--- src/rtl/spi_frame_arb_if.sv ---
// Request/acknowledge and serializer-side signal bundle for spi_frame_arb.
//
// Handshake: a requester raises reqN with dataN and holds both stable until
// ackN. ackN is a one-cycle pulse and err is valid only in that same cycle.
// The requester drops reqN on the edge after ackN. A reqN still high when the
// arbiter next samples in IDLE counts as a fresh request. dataN is sampled
// only at the grant edge.
interface spi_frame_arb_if #(
    parameter int DW = 24
);
    logic          req0;
    logic [DW-1:0] data0;
    logic          ack0;
    logic          req1;
    logic [DW-1:0] data1;
    logic          ack1;
    logic          ser_rst;
    logic [DW-1:0] ser_data;
    logic          ser_sync;
    logic          busy;
    logic          err;
    logic          last_gnt;

    // Arbiter side
    modport slave (
        input  req0, data0, req1, data1, ser_sync,
        output ack0, ack1, ser_rst, ser_data, busy, err, last_gnt
    );

    // Requester / serializer side
    modport master (
        output req0, data0, req1, data1, ser_sync,
        input  ack0, ack1, ser_rst, ser_data, busy, err, last_gnt
    );
endinterface

--- src/rtl/spi_frame_arb.sv ---
// Two-requester round-robin arbiter and frame sequencer for a 24-bit SPI
// parallel-to-serial serializer. The granted word is latched onto the
// serializer's parallel input, the serializer reset is released for exactly
// one frame, then re-asserted and the requester is acknowledged. The
// serializer sync is checked against the expected frame timing.
module spi_frame_arb #(
    parameter int DW        = 24,
    parameter int FRAME_LEN = 24,
    parameter int GAP_CYC   = 2
) (
    input  logic          sclk,
    input  logic          seq_rst,
    spi_frame_arb_if.slave bus,
    output logic [1:0]    state_o
);

    typedef enum logic [1:0] {
        IDLE = 2'd0,
        LOAD = 2'd1,
        RUN  = 2'd2,
        GAP  = 2'd3
    } state_t;

    localparam int RCW = $clog2(FRAME_LEN + 1);
    localparam int GCW = $clog2(GAP_CYC + 1);

    localparam logic [RCW-1:0] RUN_LAST  = RCW'(FRAME_LEN);
    localparam logic [RCW-1:0] RUN_CHK0  = RCW'(2);
    localparam logic [RCW-1:0] RUN_ONE   = RCW'(1);
    localparam logic [GCW-1:0] GAP_LAST  = GCW'(GAP_CYC);
    localparam logic [GCW-1:0] GAP_ONE   = GCW'(1);

    state_t          state_q,    state_d;
    logic            ser_rst_q,  ser_rst_d;
    logic [DW-1:0]   ser_data_q, ser_data_d;
    logic            ack0_q,     ack0_d;
    logic            ack1_q,     ack1_d;
    logic            err_q,      err_d;
    logic            last_gnt_q, last_gnt_d;
    logic            sync_bad_q, sync_bad_d;
    logic [RCW-1:0]  run_cnt_q,  run_cnt_d;
    logic [GCW-1:0]  gap_cnt_q,  gap_cnt_d;
    logic            gnt_idx;

    // State and datapath registers; reset drops the serializer reset at once
    // and abandons any frame in flight without an ack.
    always_ff @(posedge sclk or negedge seq_rst) begin
        if (!seq_rst) begin
            state_q    <= IDLE;
            ser_rst_q  <= 1'b0;
            ser_data_q <= '0;
            ack0_q     <= 1'b0;
            ack1_q     <= 1'b0;
            err_q      <= 1'b0;
            last_gnt_q <= 1'b1;
            sync_bad_q <= 1'b0;
            run_cnt_q  <= '0;
            gap_cnt_q  <= '0;
        end else begin
            state_q    <= state_d;
            ser_rst_q  <= ser_rst_d;
            ser_data_q <= ser_data_d;
            ack0_q     <= ack0_d;
            ack1_q     <= ack1_d;
            err_q      <= err_d;
            last_gnt_q <= last_gnt_d;
            sync_bad_q <= sync_bad_d;
            run_cnt_q  <= run_cnt_d;
            gap_cnt_q  <= gap_cnt_d;
        end
    end

    // Next-state logic: arbitration in IDLE, one load cycle, a counted frame
    // with sync checking, then a gap with the serializer held in reset.
    always_comb begin
        state_d    = state_q;
        ser_rst_d  = ser_rst_q;
        ser_data_d = ser_data_q;
        ack0_d     = ack0_q;
        ack1_d     = ack1_q;
        err_d      = err_q;
        last_gnt_d = last_gnt_q;
        sync_bad_d = sync_bad_q;
        run_cnt_d  = run_cnt_q;
        gap_cnt_d  = gap_cnt_q;
        // On a tie the requester that did not win last time goes next.
        gnt_idx    = (bus.req0 && bus.req1) ? ~last_gnt_q : bus.req1;

        case (state_q)
            IDLE: begin
                ser_rst_d = 1'b0;
                if (bus.req0 || bus.req1) begin
                    ser_data_d = gnt_idx ? bus.data1 : bus.data0;
                    last_gnt_d = gnt_idx;
                    state_d    = LOAD;
                end
            end
            LOAD: begin
                // Serializer has seen ser_data while in reset; release it now.
                ser_rst_d  = 1'b1;
                run_cnt_d  = RUN_ONE;
                sync_bad_d = 1'b0;
                state_d    = RUN;
            end
            RUN: begin
                // Sync may still be high on the first edge after release;
                // from the second edge to the last it must stay low.
                if (run_cnt_q >= RUN_CHK0 && bus.ser_sync) begin
                    sync_bad_d = 1'b1;
                end
                if (run_cnt_q == RUN_LAST) begin
                    // Re-assert reset on the same edge the serializer raises
                    // sync, so it never starts a second frame.
                    ser_rst_d = 1'b0;
                    ack0_d    = ~last_gnt_q;
                    ack1_d    = last_gnt_q;
                    err_d     = sync_bad_q | bus.ser_sync;
                    gap_cnt_d = GAP_ONE;
                    state_d   = GAP;
                end else begin
                    run_cnt_d = run_cnt_q + RUN_ONE;
                end
            end
            GAP: begin
                ser_rst_d = 1'b0;
                ack0_d    = 1'b0;
                ack1_d    = 1'b0;
                err_d     = 1'b0;
                if (gap_cnt_q == GAP_LAST) begin
                    state_d = IDLE;
                end else begin
                    gap_cnt_d = gap_cnt_q + GAP_ONE;
                end
            end
            default: begin
                state_d = IDLE;
            end
        endcase
    end

    assign bus.ser_rst  = ser_rst_q;
    assign bus.ser_data = ser_data_q;
    assign bus.ack0     = ack0_q;
    assign bus.ack1     = ack1_q;
    assign bus.err      = err_q;
    assign bus.last_gnt = last_gnt_q;
    assign bus.busy     = (state_q != IDLE);
    assign state_o      = state_q;

endmodule

--- src/flat_wrapper.sv ---
// flat-port wrapper written by rule: the top's interface ports become plain ports
module spi_frame_arb_flat 
#(
    parameter int DW        = 24,
    parameter int FRAME_LEN = 24,
    parameter int GAP_CYC   = 2
)
  (sclk, seq_rst, state_o, bus_req0, bus_data0, bus_req1, bus_data1, bus_ser_sync, bus_ack0, bus_ack1, bus_ser_rst, bus_ser_data, bus_busy, bus_err, bus_last_gnt);
  spi_frame_arb_if #(.DW(DW)) bus_i ();
  input  logic sclk;
  input  logic seq_rst;
  output logic [1:0] state_o;
  input wire logic [$bits(bus_i.req0)-1:0] bus_req0;
  input wire logic [$bits(bus_i.data0)-1:0] bus_data0;
  input wire logic [$bits(bus_i.req1)-1:0] bus_req1;
  input wire logic [$bits(bus_i.data1)-1:0] bus_data1;
  input wire logic [$bits(bus_i.ser_sync)-1:0] bus_ser_sync;
  output wire logic [$bits(bus_i.ack0)-1:0] bus_ack0;
  output wire logic [$bits(bus_i.ack1)-1:0] bus_ack1;
  output wire logic [$bits(bus_i.ser_rst)-1:0] bus_ser_rst;
  output wire logic [$bits(bus_i.ser_data)-1:0] bus_ser_data;
  output wire logic [$bits(bus_i.busy)-1:0] bus_busy;
  output wire logic [$bits(bus_i.err)-1:0] bus_err;
  output wire logic [$bits(bus_i.last_gnt)-1:0] bus_last_gnt;
  assign bus_i.req0 = bus_req0;
  assign bus_i.data0 = bus_data0;
  assign bus_i.req1 = bus_req1;
  assign bus_i.data1 = bus_data1;
  assign bus_i.ser_sync = bus_ser_sync;
  assign bus_ack0 = bus_i.ack0;
  assign bus_ack1 = bus_i.ack1;
  assign bus_ser_rst = bus_i.ser_rst;
  assign bus_ser_data = bus_i.ser_data;
  assign bus_busy = bus_i.busy;
  assign bus_err = bus_i.err;
  assign bus_last_gnt = bus_i.last_gnt;
  spi_frame_arb #(.DW(DW), .FRAME_LEN(FRAME_LEN), .GAP_CYC(GAP_CYC)) u_core (.sclk(sclk), .seq_rst(seq_rst), .bus(bus_i), .state_o(state_o));
endmodule
--- config.mk ---
export PLATFORM = sky130hd
export DESIGN_NAME = spi_frame_arb_flat
export DESIGN_NICKNAME = d
export VERILOG_FILES = /design/src/rtl/spi_frame_arb_if.sv /design/src/rtl/spi_frame_arb.sv /design/src/flat_wrapper.sv
export SDC_FILE = /design/constraint.sdc
export NUM_CORES = 1
export LEC_CHECK = 0
export ABC_AREA = 1
export BUFFER_PORTS_ARGS = -buffer_cell sky130_fd_sc_hd__buf_2
export CAP_MARGIN = 30
export CORE_MARGIN = 8
export CORE_UTILIZATION = 29
export CTS_CLUSTER_DIAMETER = 150
export DETAILED_ROUTE_END_ITERATION = 16
export SLEW_MARGIN = 20
export SYNTH_ARGS = -nofsm -noshare
export SYNTH_HDL_FRONTEND = slang
export SYNTH_SLANG_ARGS = --single-unit
--- constraint.sdc ---
create_clock -name sclk -period 2.92 [get_ports sclk]
set_input_delay 0.584 -clock sclk [delete_from_list [all_inputs] [get_ports sclk]]
set_output_delay 0.584 -clock sclk [all_outputs]
set_load 0.005 [all_outputs]
Word-level counts from Yosys, hierarchy flattened
Index checks and enable logic that the tools add are counted.
{ "op_classes": {"addsub": 2, "order_cmp": 1, "n_eq_ne": 11, "n_mux": 21, "bitwise": 2, "reduce_logical": 14} }
{ "op_table": {"columns": ["cell", "count"], "rows": [
  ["24-bit 2-to-1 mux", 1],
  ["2-bit 2-to-1 mux", 5],
  ["5-bit one-hot mux with 2 select lines", 1],
  ["2-bit by 1-bit inequality test with 1-bit output (second input constant)", 4],
  ["1-bit one-hot mux with 2 select lines", 4],
  ["2-bit one-hot mux with 4 select lines", 1],
  ["2-bit AND reduction", 4],
  ["2-bit equality test (second input constant)", 3],
  ["1-bit 2-to-1 mux", 6],
  ["3-bit AND reduction", 2],
  ["2-bit nonzero test", 3],
  ["5-bit by 1-bit adder with 5-bit output (second input constant)", 1],
  ["5-bit equality test (second input constant)", 1],
  ["5-bit by 2-bit >= comparator with 1-bit output (second input constant)", 1],
  ["5-bit 2-to-1 mux", 1],
  ["2-bit inequality test (second input constant)", 2],
  ["2-bit one-hot mux with 2 select lines", 1],
  ["1-bit one-hot mux with 3 select lines", 1],
  ["2-bit by 1-bit adder with 2-bit output (second input constant)", 1],
  ["2-bit by 1-bit equality test with 1-bit output (second input constant)", 1],
  ["1-bit logical AND", 2],
  ["2-bit logical NOT", 1],
  ["2-bit OR reduction", 1],
  ["1-bit logical OR", 1],
  ["other kinds (2)", 2]
]} }
{ "word_totals": {"reg_bits": 39, "input_bits": 53, "output_inout_bits": 32, "wordCells": 61} }

Longest topological paths before layout
{ "logic_depth": {"ltp_word": 4, "depth_mapped": 9, "mapped_depth_nobuf": 9} }

Worst setup path before layout
Ideal clock, no wire load.
{ "synth_path": {"path_type": "register -> register", "start": "register u_core.state_q[0] (netlist: u_core.state_o[0])", "end": "register u_core.ser_data_q[0] (netlist: u_core.bus.ser_data[0])", "setup_ps": 128, "t_arrival_ps": 1290, "required_time_ps": 2792, "slack_ps": 1501, "stages_incl_launch_ff": 8, "path_buffers": 2, "period_less_slack_ps": 1419, "cell_sequence": "dfrtp_1 inv_1 ha_1 clkinv_2 nor2_4 buf_6 buf_12 a31oi_4"} }
{ "synth_via": {"elab_chain_cells": 2} }
{ "synth_lines": {"columns": ["item", "line", "source"], "rows": [
  ["start, declared", "spi_frame_arb.sv:33", "state_t state_q, state_d;"],
  ["start signal, assigned", "spi_frame_arb.sv:60", "state_q <= state_d;"],
  ["2-bit logical NOT", "spi_frame_arb.sv:89", "case (state_q)"],
  ["2-bit AND reduction (no source line)", null, null],
  ["end signal, assigned", "spi_frame_arb.sv:62", "ser_data_q <= ser_data_d;"],
  ["end, declared", "spi_frame_arb.sv:35", "logic [DW-1:0] ser_data_q, ser_data_d;"]
]} }
No other way between the ends.
A chain may end at the register's enable or synchronous reset.

Final worst setup path
{ "layout_path": {"start": "register u_core.state_q[1] (netlist: u_core.state_o[1])", "end": "output port bus_busy"} }
{ "layout_via": {"elab_chain_cells": 1} }
{ "layout_lines": {"columns": ["item", "line", "source"], "rows": [
  ["2-bit nonzero test", "spi_frame_arb.sv:147", "assign bus.busy = (state_q != IDLE);"],
  ["end, declared", "flat_wrapper.sv:22", "output wire logic [$bits(bus_i.busy)-1:0] bus_busy;"]
]} }
No other way between the ends.

==> metrics.md <==
| Metric | Value |
|---|---|
| Largest net degree at the start of global routing | 40 |
| Startpoint types | register |
| CTS root buf | clkbuf_8 |
| Avg WL per Cell | ~14 um |
| Critical path's top delay family | flip-flops |
| Post-detail-place hpwl | between 4000 and 5000 um |
| CTS H-tree lvls | 2 |
| Average size of a mapped cell | 9.79 um^2 |
| RSZ-0062 raised after global routing | no |
| CTS sink cnt | 39 |
| P_leak | approximately 0.0013 uW |
| Commonest non-fill, non-tap cell in the layout | buf_2 |
| CP Data Required Time | ~2.3 ns |
| Vias | roughly 1900 |
| Global-route wire length before repair | a little over 10000 um |
| Min-Delay Path Class | in -> async |
| Worst skew pair latency | about 0.3 ns |
| Fin crit period | approximately 1.9 ns |
| Syn-to-layout area delta | 25.6% |
| Die X | around 110 um |
| Total track usage | roughly 11% |
| CTS buffer count | 5 |
| R2R Path End | u_core.bus.ser_data[14]$_DFFE_PN0P_ |
| Worst Path Buf+Inv | 3 |
| Final instance area | 0.00293 mm^2 |
| Placed inst area | 0.00278 mm^2 |
| Effective utilization at floorplan | 30.0% |
| CP max stage cell | dfrtp_1 |
| WP data arrival | 1.30 ns |
| Post-synth cell types | 25 |
| Post-synth EDFFs | 0 |
| Prevailing post-synth register cell | dfrtp_1 |
| FMAX | 0.530 GHz |
| Final ANT Viol Nets | 0 |
| Post_cts resized | 0 |
| Non-filler cells, final | around 420 |
| Layout cells sized above 1 | 40.3% |
| Slew Viols, Final | 0 |
| Syn Std Cell Area | 0.00233 mm^2 |
| Critical R2R Launch | u_core.state_o[1]$_DFFE_PN0P_ |
| Max-capacitance violation count | 0 |
| Worst-path clk slew | about 0.1 ns |
| Nets | 380 |
| Die height | 106 um |
| Commonest cells after routing, fill and taps aside | buf_2, nand2_1, dfrtp_1 |
| DRC Markers | 0 |
| CP Capture Type | output port |
| Setup slack, reg-to-reg | ~1.1 ns |
| Sequential share of the synthesized area | 41.9% |
| Setup TNS Final | 0 ns |
| Initial DRT Pass Iterations | 4 |
| Antenna Cells | 0 |
| Routability-driven placement congestion ratio | between 0.7 and 0.8 |
| Worst path cell trace | inv_1, ha_1, clkinv_2, buf_2 |
| Final Hold Vio Count | 0 |
| Placed Cells incl. Taps | 413 |
| Total grt overflow | 0 |
| CTS tree | built |
| Syn nets | approximately 300 |
| Core Box Area | 0.00777 mm^2 |
| Pwr Density | 1000 mW/mm^2 |
| Delay of the slowest cell on the worst path | roughly 0.45 ns |
| Post-Syn Instances | about 240 |
| Initial DRC Count | between 40 and 50 |
| Period utilisation layout | between 60% and 70% |
| Die area | about 0.011 mm^2 |
| Setup Fix Bufs, Post-CTS | 0 |
| # hold bufs at CTS | 0 |
| IO Count | 85 |
| Max-slew headroom | between 60% and 70% |
| Maximum net fanout on the critical path | 5 |
| Yosys reg bits | 39 |
| Row count | 32 |
| Worst R2R Path Depth | 7 |
| Worst-margin pin slew | about 0.52 ns |
| Async SR Flop Fraction | 100% |
| Vias per std cell | around 4.5 |
| # setup viols final | 0 |
| IO buf count | 84 |
| Critical path type | reg -> out |
| Number of global-route vias before repair | 2183 |
| Status | completed |
| Routed wire length | approximately 5800 um |
| VDD IR-drop max | 0.402 mV |
| Synth warn | 0 |
| Initial antenna violation count | 0 |
| Clock Path Buffers | 2 |
| Worst clock skew | about 0.017 ns |
## layout make-up
class	instances	area [um^2]
clock inverters	3	47.5
well taps	102	128
flip-flops and latches	39	977
multi-input cells	174	1190
repair buffers	88	470
inverters	11	42.5
fillers	829	4840
clock buffers	5	68.8
## metal layers
layer / track usage (%) / share of wire, % / up-vias
li1: - / - / 961
met1: 12.4 / 44 / 896
met5: 0 / 0 / -
met2: 18.9 / 48 / 56
met4: 2.31 / 0.40 / 0
met3: 4.45 / 7.8 / 2
## cells by family (layout without fill, tap and decap cells)
| group | after synthesis | count (layout) | share of synthesized area [%] |
|---|---|---|---|
| AND/OR/NAND/NOR | 129 | 129 | 24.4 |
| flip-flops | 39 | 39 | 41.9 |
| AO/OA/AOI/OAI | 35 | 35 | 21.7 |
| buffers and inverters | 25 | 107 | 6.93 |
| adder cells (fa/ha/maj) | 8 | 8 | 4.30 |
| XOR/XNOR | 2 | 2 | 0.752 |
## through the flow
stage	setup WS [ns]	hold slack, ns	utilization [%]	power, uW
3_3_place_gp	1.11	0.457	35.8	2460
2_1_floorplan	1.50	0.288	-	2110
4_1_cts	1.02	0.458	37.3	2990
5_1_grt	0.943	0.239	37.7	3210
3_5_place_dp	1.08	0.457	35.8	2500
6_report	1.03	0.223	37.7	2930
## synth_stat cells (3+ instances only)
library cell  instances  area, um^2
nand2_1              56         210
dfrtp_1              38         951
nand3_1              34         170
nor2_1               29         109
a31oi_4              20         425
buf_2                 9        45.0
ha_1                  8         100
o21ai_1               8        40.0
inv_1                 6        22.5
a31oi_1               4        25.0
inv_2                 4        15.0
buf_6                 3        33.8
nand2_2               3        18.8
## power breakdown
group          total [uW]  internal, uW  leakage, uW  switching [uW]
clock                 473           259    0.0000587             213
sequential            969           801     0.000456             168
combinational        1490           655     0.000833             836
total                2930          1720      0.00135            1220
## registers in the layout (all words and copies together) (netlist names)
name                 flops
u_core.bus.last_gnt      1
u_core.bus.ser_data     24
u_core.bus.ack0          1
u_core.gap_cnt_q         2
u_core.state_o           2
u_core.bus.ack1          1
u_core.run_cnt_q         5
u_core.bus.ser_rst       1
u_core.sync_bad_q        1
u_core.bus.err           1
## worst max path at each step
stage                                  start                                   to  cells past startpoint  slack (ns)
4_1_cts        u_core.state_o[1]$_DFFE_PN0P_                             bus_busy                      4        1.02
3_3_place_gp                        bus_req0  u_core.bus.ser_data[12]$_DFFE_PN0P_                      5        1.11
3_5_place_dp                        bus_req0  u_core.bus.ser_data[14]$_DFFE_PN0P_                      5        1.08
5_1_grt        u_core.state_o[0]$_DFFE_PN0P_                             bus_busy                      4        0.94
2_1_floorplan  u_core.state_o[0]$_DFFE_PN0P_   u_core.bus.ser_data[0]$_DFFE_PN0P_                      7        1.50
6_report       u_core.state_o[1]$_DFFE_PN0P_                             bus_busy                      4        1.03
No activity file was read; power rests on OpenSTA's default activity.
